**src/rtl/priority_encoder_pkg.sv**
```systemverilog
// Shared types and helpers for the registered priority encoder / arbiter.
// Latency: n/a (declarations only).
// Backpressure: n/a.
//
// Contents: arbiter state enum, mode encodings, index-to-one-hot helper.
package priority_encoder_pkg;

  typedef enum logic {
    IDLE  = 1'b0,
    GRANT = 1'b1
  } state_t;

  localparam logic MODE_FIXED = 1'b0;
  localparam logic MODE_RR    = 1'b1;

  // Widest supported request vector; callers truncate to their own width.
  localparam int MAX_REQ = 64;

  function automatic logic [MAX_REQ-1:0] idx_to_onehot(input logic [5:0] idx);
    return {{(MAX_REQ-1){1'b0}}, 1'b1} << idx;
  endfunction

endpackage

```
**src/rtl/rr_priority_pick.sv**
```systemverilog
// Winner selection: lowest set request at or above a start pointer, wrapping.
// Latency: purely combinational.
// Backpressure: none; caller decides when the result is used.
//
// Ports: req (request vector), start_ptr (round-robin start index),
//        mode (MODE_FIXED forces start to 0), hit (any request set),
//        idx (winning index, 0 when no hit).
module rr_priority_pick
  import priority_encoder_pkg::*;
#(
  parameter  int NUM_REQ = 8,
  localparam int IDX_W   = $clog2(NUM_REQ)
) (
  input  logic [NUM_REQ-1:0] req,
  input  logic [IDX_W-1:0]   start_ptr,
  input  logic               mode,
  output logic               hit,
  output logic [IDX_W-1:0]   idx
);

  logic [IDX_W-1:0]   base;
  logic [NUM_REQ-1:0] mask;
  logic [NUM_REQ-1:0] masked;
  logic               hi_hit;
  logic [IDX_W-1:0]   hi_idx;
  logic               lo_hit;
  logic [IDX_W-1:0]   lo_idx;

  always_comb begin
    base = (mode == MODE_RR) ? start_ptr : '0;

    mask = '0;
    for (int i = 0; i < NUM_REQ; i++) begin
      mask[i] = (i >= int'(base));
    end
    masked = req & mask;

    // Scan from the top down so the last assignment is the lowest set bit.
    // First pass (masked) covers [base, NUM_REQ-1]; second pass (unmasked)
    // supplies the wrap-around winner when nothing is set above base.
    hi_hit = 1'b0;
    hi_idx = '0;
    lo_hit = 1'b0;
    lo_idx = '0;
    for (int i = NUM_REQ - 1; i >= 0; i--) begin
      if (masked[i]) begin
        hi_hit = 1'b1;
        hi_idx = IDX_W'(i);
      end
      if (req[i]) begin
        lo_hit = 1'b1;
        lo_idx = IDX_W'(i);
      end
    end

    hit = lo_hit;
    idx = hi_hit ? hi_idx : lo_idx;
  end

endmodule

```
**src/rtl/priority_encoder_arbiter.sv**
```systemverilog
// Registered priority encoder with grant hold; fixed or round-robin priority.
// Latency: request->grant 1 cycle, release/withdraw->idle 1 cycle, one idle cycle between grants.
// Backpressure: a held grant blocks all other requesters until Release_In or withdrawal.
//
// Ports: Clock_In, Reset_In (sync, active-low), Enable_In (gates new grants),
//        Mode_In (0 fixed, 1 round-robin), Request_In[NUM_REQ], Release_In,
//        Grant_Valid_Out, Grant_Index_Out[IDX_W], Grant_Onehot_Out[NUM_REQ].
module priority_encoder_arbiter
  import priority_encoder_pkg::*;
#(
  parameter int NUM_REQ = 8,
  parameter int IDX_W   = $clog2(NUM_REQ)
) (
  input  logic               Clock_In,
  input  logic               Reset_In,
  input  logic               Enable_In,
  input  logic               Mode_In,
  input  logic [NUM_REQ-1:0] Request_In,
  input  logic               Release_In,
  output logic               Grant_Valid_Out,
  output logic [IDX_W-1:0]   Grant_Index_Out,
  output logic [NUM_REQ-1:0] Grant_Onehot_Out
);

  state_t             state_q;
  state_t             state_d;
  logic [IDX_W-1:0]   rr_ptr_q;
  logic [IDX_W-1:0]   rr_ptr_d;
  logic               vld_d;
  logic [IDX_W-1:0]   idx_d;
  logic [NUM_REQ-1:0] onehot_d;

  logic               pick_hit;
  logic [IDX_W-1:0]   pick_idx;
  logic [IDX_W-1:0]   pick_next_ptr;

  rr_priority_pick #(
    .NUM_REQ (NUM_REQ)
  ) u_pick (
    .req       (Request_In),
    .start_ptr (rr_ptr_q),
    .mode      (Mode_In),
    .hit       (pick_hit),
    .idx       (pick_idx)
  );

  // Pointer moves to the slot after the winner, wrapping at NUM_REQ rather
  // than at 2**IDX_W so non-power-of-two sizes never visit unused indices.
  assign pick_next_ptr = (int'(pick_idx) == NUM_REQ - 1) ? '0 : pick_idx + IDX_W'(1);

  always_comb begin
    state_d  = state_q;
    rr_ptr_d = rr_ptr_q;
    vld_d    = Grant_Valid_Out;
    idx_d    = Grant_Index_Out;
    onehot_d = Grant_Onehot_Out;

    case (state_q)
      IDLE: begin
        vld_d    = 1'b0;
        idx_d    = '0;
        onehot_d = '0;
        if (Enable_In && pick_hit) begin
          state_d  = GRANT;
          vld_d    = 1'b1;
          idx_d    = pick_idx;
          onehot_d = NUM_REQ'(idx_to_onehot(6'(pick_idx)));
          if (Mode_In == MODE_RR) begin
            rr_ptr_d = pick_next_ptr;
          end
        end
      end
      GRANT: begin
        // Release and withdrawal together are a single release.
        if (Release_In || !Request_In[Grant_Index_Out]) begin
          state_d  = IDLE;
          vld_d    = 1'b0;
          idx_d    = '0;
          onehot_d = '0;
        end
      end
      default: begin
        state_d  = IDLE;
        vld_d    = 1'b0;
        idx_d    = '0;
        onehot_d = '0;
      end
    endcase
  end

  always_ff @(posedge Clock_In) begin
    if (!Reset_In) begin
      state_q          <= IDLE;
      rr_ptr_q         <= '0;
      Grant_Valid_Out  <= 1'b0;
      Grant_Index_Out  <= '0;
      Grant_Onehot_Out <= '0;
    end else begin
      state_q          <= state_d;
      rr_ptr_q         <= rr_ptr_d;
      Grant_Valid_Out  <= vld_d;
      Grant_Index_Out  <= idx_d;
      Grant_Onehot_Out <= onehot_d;
    end
  end

endmodule

```
**config.mk**
```make
export PLATFORM = sky130hd
export DESIGN_NAME = priority_encoder_arbiter
export DESIGN_NICKNAME = d
export VERILOG_FILES = /design/src/rtl/priority_encoder_pkg.sv /design/src/rtl/rr_priority_pick.sv /design/src/rtl/priority_encoder_arbiter.sv
export SDC_FILE = /design/constraint.sdc
export NUM_CORES = 1
export LEC_CHECK = 0
export ABC_AREA = 1
export BUFFER_PORTS_ARGS = -buffer_cell sky130_fd_sc_hd__buf_2
export CORE_MARGIN = 2
export CORE_UTILIZATION = 40
export CTS_CLUSTER_SIZE = 20
export DETAILED_ROUTE_END_ITERATION = 6
export MAX_ROUTING_LAYER = met4
export PLACE_DENSITY = 0.64
export SLEW_MARGIN = 30
export SYNTH_ARGS = -nofsm -noshare
export SYNTH_HDL_FRONTEND = slang
export SYNTH_SLANG_ARGS = --single-unit
```
**constraint.sdc**
```tcl
create_clock -name Clock_In -period 3.95 [get_ports Clock_In]
set_clock_uncertainty 0.05 [all_clocks]
set_input_delay 0.79 -clock Clock_In [delete_from_list [all_inputs] [get_ports Clock_In]]
set_output_delay 0.79 -clock Clock_In [all_outputs]
set_load 0.02 [all_outputs]
```
== Word-level counts from Yosys, hierarchy flattened ==
Cells that the tools add are included.
W data, S select, Z words.

* Register bits after elaboration: 16

* Order comparisons: 8
* Reduce and logical (&&, ||, !) cells: 4
* Mux-type cells: 48
* Equal/unequal tests: 2
* $add $sub $neg: 1
* Shift operators: 1
* Bitwise gates (word level): 2

{| class="wikitable"
|+ Operators with widths
! cell !! count
|-
| $mux W3 || 21
|-
| $mux W1 || 20
|-
| $mux W8 || 2
|-
| $pmux W8 S2 || 1
|-
| $ge A3 B3 Y1 const A || 3
|-
| $and A8 B8 Y8 || 1
|-
| $shl A1 B3 Y8 const A || 1
|-
| $ge A1 B3 Y1 const A || 2
|-
| $ge A2 B3 Y1 const A || 2
|-
| $pmux W3 S2 || 1
|-
| $lt A3 B4 Y1 const B || 1
|-
| $pmux W1 S2 || 2
|-
| $add A3 B1 Y3 const B || 1
|-
| $bmux W1 S3 || 1
|-
| $eq A3 B1 Y1 const B || 1
|-
| $reduce_and A3 Y1 || 1
|-
| $ne A2 B1 Y1 const B || 1
|-
| $logic_and A1 B1 Y1 || 1
|-
| $logic_not A1 Y1 || 1
|-
| $logic_or A1 B1 Y1 || 1
|-
| $not A1 Y1 || 1
|}

== Longest topological paths before layout ==
* Word-level depth: 15
* Mapped depth: 13
* Depth with buffers taken out: 13

== By module ==
Synthesis repeated with hierarchy kept, for this count alone.

* Cell total of the unflattened synthesis: 157
* Area, all modules: 1049.8 um2

{| class="wikitable"
|+ By module, submodules not included
! module !! seq. area each (um2) !! area an instance (um2) !! times used !! cells an instance
|-
| priority_encoder_arbiter || 320.3 || 800.8 || 1 || 104
|-
| rr_priority_pick || 0.0 || 249.0 || 1 || 53
|}

== Worst setup path before layout ==
No wires, ideal clock.

* Path type: in2reg
* Start point: input Mode_In
* End point: register rr_ptr_q[2]
* Required time: 3784 ps
* Slack: 1673 ps
* Arrival time: 2112 ps
* Cell stages on the path: 13
* Setup time: 116 ps
* Buffers on the path: 0
* Cell sequence: nand2_2 nand2_1 inv_1 nor2_2 nand3_2 nor2_1 o21ai_0 nand2_1 inv_1 ha_1 ha_1 nand2_1 a21oi_1

* Longest elaborated chain between the ends: 13
* Elaborated cells on any way between the ends: 28

{| class="wikitable"
|+ RTL lines
! what !! RTL line !! source
|-
| from (decl) || priority_encoder_arbiter.sv:17 || <nowiki>input logic Mode_In,</nowiki>
|-
| $mux W3 (*) || rr_priority_pick.sv:30 || <nowiki>base = (mode == MODE_RR) ? start_ptr : '0;</nowiki>
|-
| $ge A3 B3 Y1 || rr_priority_pick.sv:34 || <nowiki>mask[i] = (i >= int'(base));</nowiki>
|-
| $and A8 B8 Y8 (*) || rr_priority_pick.sv:36 || <nowiki>masked = req & mask;</nowiki>
|-
| $mux W3 or $mux W1 (tied branches) (7 in series) || rr_priority_pick.sv:46 || <nowiki>if (masked[i]) begin</nowiki>
|-
| $mux W3 (*) || rr_priority_pick.sv:57 || <nowiki>idx = hi_hit ? hi_idx : lo_idx;</nowiki>
|-
| $add A3 B1 Y3 or $eq A3 B1 Y1 (tied branches) || priority_encoder_arbiter.sv:49 || <nowiki>assign pick_next_ptr = (int'(pick_idx) == NUM_REQ - 1) ? '0 : pick_idx + IDX_W'(1);</nowiki>
|-
| $mux W3 (*) || priority_encoder_arbiter.sv:49 ||
|-
| via pick_next_ptr[2] || priority_encoder_arbiter.sv:35 || <nowiki>logic [IDX_W-1:0] pick_next_ptr;</nowiki>
|-
| to (signal assigned) || priority_encoder_arbiter.sv:100 || <nowiki>rr_ptr_q <= rr_ptr_d;</nowiki>
|-
| to (decl) || priority_encoder_arbiter.sv:27 || <nowiki>logic [IDX_W-1:0] rr_ptr_q;</nowiki>
|}

The timed path passes the listed nets; every way through them passes the cells marked *.
A chain may end at the register's enable or synchronous reset.

== Final worst setup path ==
Same ends and word-level chain as after synthesis.

==> impl.org <==
** Outcome
- Run status :: complete, no violations

** Flow run
- Number of max-cap violations :: 0

** Timing
- Setup repair after global routing missed its margin :: false
- Based on the critical path, the design can be clocked at up to 0.422 GHz.
- Slew at the pin closest to its max-slew limit :: 533 ps
- The number of hold violations in the final report is 0.
- Part of the cycle the worst path needs :: 0.599
- Counting I/O delays and the setup requirement, the final critical path takes 2370 ps.
- The max-slew violation total from the final report is 0.
- Across all setup checks in the final design, the least slack found is approximately 1600 ps.
- Setup TNS :: 0 ps
- Tightest slew margin relative to the limit :: 0.644
- Number of endpoints failing setup at the final stage :: 0

** Yosys
- Of the synthesized area, sequential elements account for 0.311.
- After synthesis the netlist holds a flip-flop and latch count of 16.
- The cell count after synthesis came out at 151.
- Syn_area_per_cell :: approximately 6.8 um2
- Yosys printed 0 warnings.
- Syn Std Cell Area :: between 1000 and 1500 um2
- In this run, distinct cell masters in the synthesized netlist total 26.
- Post-Syn Nets :: 170

** Power and ir drop
- Summed over all cells, the static leakage comes to 0.000599 uW.
- Maximum ir drop on the vdd rail :: around 0.26 mV
- Power per unit of standard cell area :: ~280 nW/um2

** Route
- Wires add up to around 2300 um.
- Initial drt markers :: 27
- Dividing the detail-routed wire length by the instance count gives 11.1 um.
- Remaining DRCs :: 0
- First-pass DRT Iterations :: 4
- The routed layout has 1,032 vias.
- Number of routed nets with antenna violations :: 0
- After detailed routing, the number of vias per cell comes to 5.06.

** Placement
- Placed Cells :: 201
- The HPWL after detailed placement is 1870 um.
- Post-placement setup slack :: approximately 1300 ps
- Count of port buffers added during placement :: 24
- Weighted congestion reported at the end of routability-driven placement :: 0.838

** CTS
- CTS built an H-tree with a depth of 1.
- Post-cts gate resize count :: 0
- In this run the deepest clock path goes through 2 buffers.
- Clock-pin slew was measured on the worst setup and hold paths at 90 ps.
- The cell sitting at the root of the clock tree is a clkbuf_4.
- Once the clock tree was built, the setup fixing pass inserted 0 buffers.
- TritonCTS created 3 clock buffers.
- The clock reaches the later pin of the worst-skew pair after 280 ps.
- Clock tree sinks :: 16
- After clock tree synthesis, the flow added hold-fix buffers numbering 0.
- TritonCTS built the clock tree.

** GRT
- Maximum number of pins on one net before global-route repair :: 15
- Summed over all layers, the global routing overflow is 0.
- In the global route stage, overall resource usage came out at 0.181.
- The first global-routing pass estimated about 3800 um of wire.
- The number of global-route vias before repair was 891.
- Initial antenna violation count :: 0

** Floorplan
- Top-Level Pins :: 25
- Die Span X :: 54.8 um
- Chip height :: between 50 and 60 um
- Initial Util :: 0.420
- Row generation in the floorplan step produced 18 rows.
- Total Die Area :: 3000 um2
- Area inside the core boundary :: between 2000 and 2500 um2

** Cells and area
- 0 antenna diodes ended up in the layout.
- Leading cell type in the layout, fill and taps excluded :: nand2_1
- In the layout the commonest cells are nand2_1, buf_2, inv_1.
- The count of cells in the finished layout, fillers not included, comes to a little over 200.
- The final layout contains 195 nets.
- Signed area change from the synthesized netlist to the final layout :: 15.2%
- Of the cells placed in the final design, the portion with a size suffix greater than 1 is 0.230.

** Worst setup path
- The worst register-to-register path begins at rr_ptr_q[2].
- Data required, critical path :: 4050 ps
- Crit end category :: flip-flop
- The critical path is of the primary input to flip-flop type.
- In this run the worst path has a maximum fanout of 6.
- Crit path DAT :: 2470 ps
- In this run the worst setup path begins at Mode_In.
- Crit path launch type :: primary input

** Hold path
- Worst hold-check path type :: flip-flop to flip-flop
- Origin of the worst min-delay path :: Grant_Onehot_Out[4]
synth_stat cells (all sizes together):
master	instances	area share
o211ai	2	0.015
ha	6	0.073
nand2b	1	0.013
buf	3	0.019
nand2	45	0.18
o21a	1	0.0073
nand4	7	0.042
o21ai	8	0.046
clkinv	1	0.0036
nand3	8	0.044
clkbuf	1	0.0036
dfxtp	16	0.31
nor2	8	0.032
nor3	3	0.025
inv	20	0.073
a21oi	20	0.10
o211a	1	0.0097
path summary, 6_finish.rpt:
kind / end / slack [ps] / cells past startpoint
setup / recovery: rr_ptr_q[2] / 1580 / 14
hold / removal: Grant_Onehot_Out[4] / 410 / 2
setup reg to reg: rr_ptr_q[2] / 1840 / 13
hold reg to reg: Grant_Onehot_Out[4] / 410 / 2
power by group:
part	switching, uW	internal [uW]
sequential	5.66	167
clock	47.1	35.3
combinational	48.5	26.2
sequential cells by signal, indices dropped and copies added (netlist names):
register and cells:
Grant_Index_Out 3, Grant_Onehot_Out 8, rr_ptr_q 3, Grant_Valid_Out 1, state_q 1
per-stage QoR:
| stage | power, uW | util | cell area [um2] | hold slack [ps] |
|---|---|---|---|---|
| 2_1_floorplan | 229 | - | 1030 | 420 |
| 3_3_place_gp | 249 | 0.475 | 1160 | 398 |
| 3_5_place_dp | 251 | 0.475 | 1160 | 403 |
| 4_1_cts | 333 | 0.484 | 1190 | 415 |
| 5_1_grt | 351 | 0.484 | 1190 | 435 |
| 6_report | 330 | 0.484 | 1190 | 411 |
final cells by class:
cell class / instances / area [um2]
fill: 272 / 1270
multi-input combinational: 110 / 608
sequential: 16 / 320
timing repair buffer: 24 / 120
inverter: 21 / 78.8
tap: 30 / 37.5
clock buffer: 3 / 22.5
worst max-delay path, cell delays in order:
cell and delay, ps:
buf_2 130, nand2_2 110, nand2_1 100, inv_1 50, nor2_2 130, nand3_2 80
nor2_1 130, o21ai_0 130, nand2_1 130, inv_1 70, ha_1 210, ha_1 290
nand2_1 70, a21oi_1 50
cells by family after synthesis:
logic type	after synthesis	share of synthesized area
compound gates	32	0.182
fa+ha+maj	6	0.0728
buf+inv	25	0.0995
simple gates	72	0.335
flops	16	0.311
metal layers:
layer  routed length (um)  up-vias  GRT usage  share of wire
li1                     -      543          -              -
met1                 1080      469      0.231           0.48
met2                 1070       20      0.298           0.47
met3                  110        0     0.0492          0.049
met4                    0        0     0.0125              0
met5                    0        -          -              0
(Power assumes the default switching activity.)
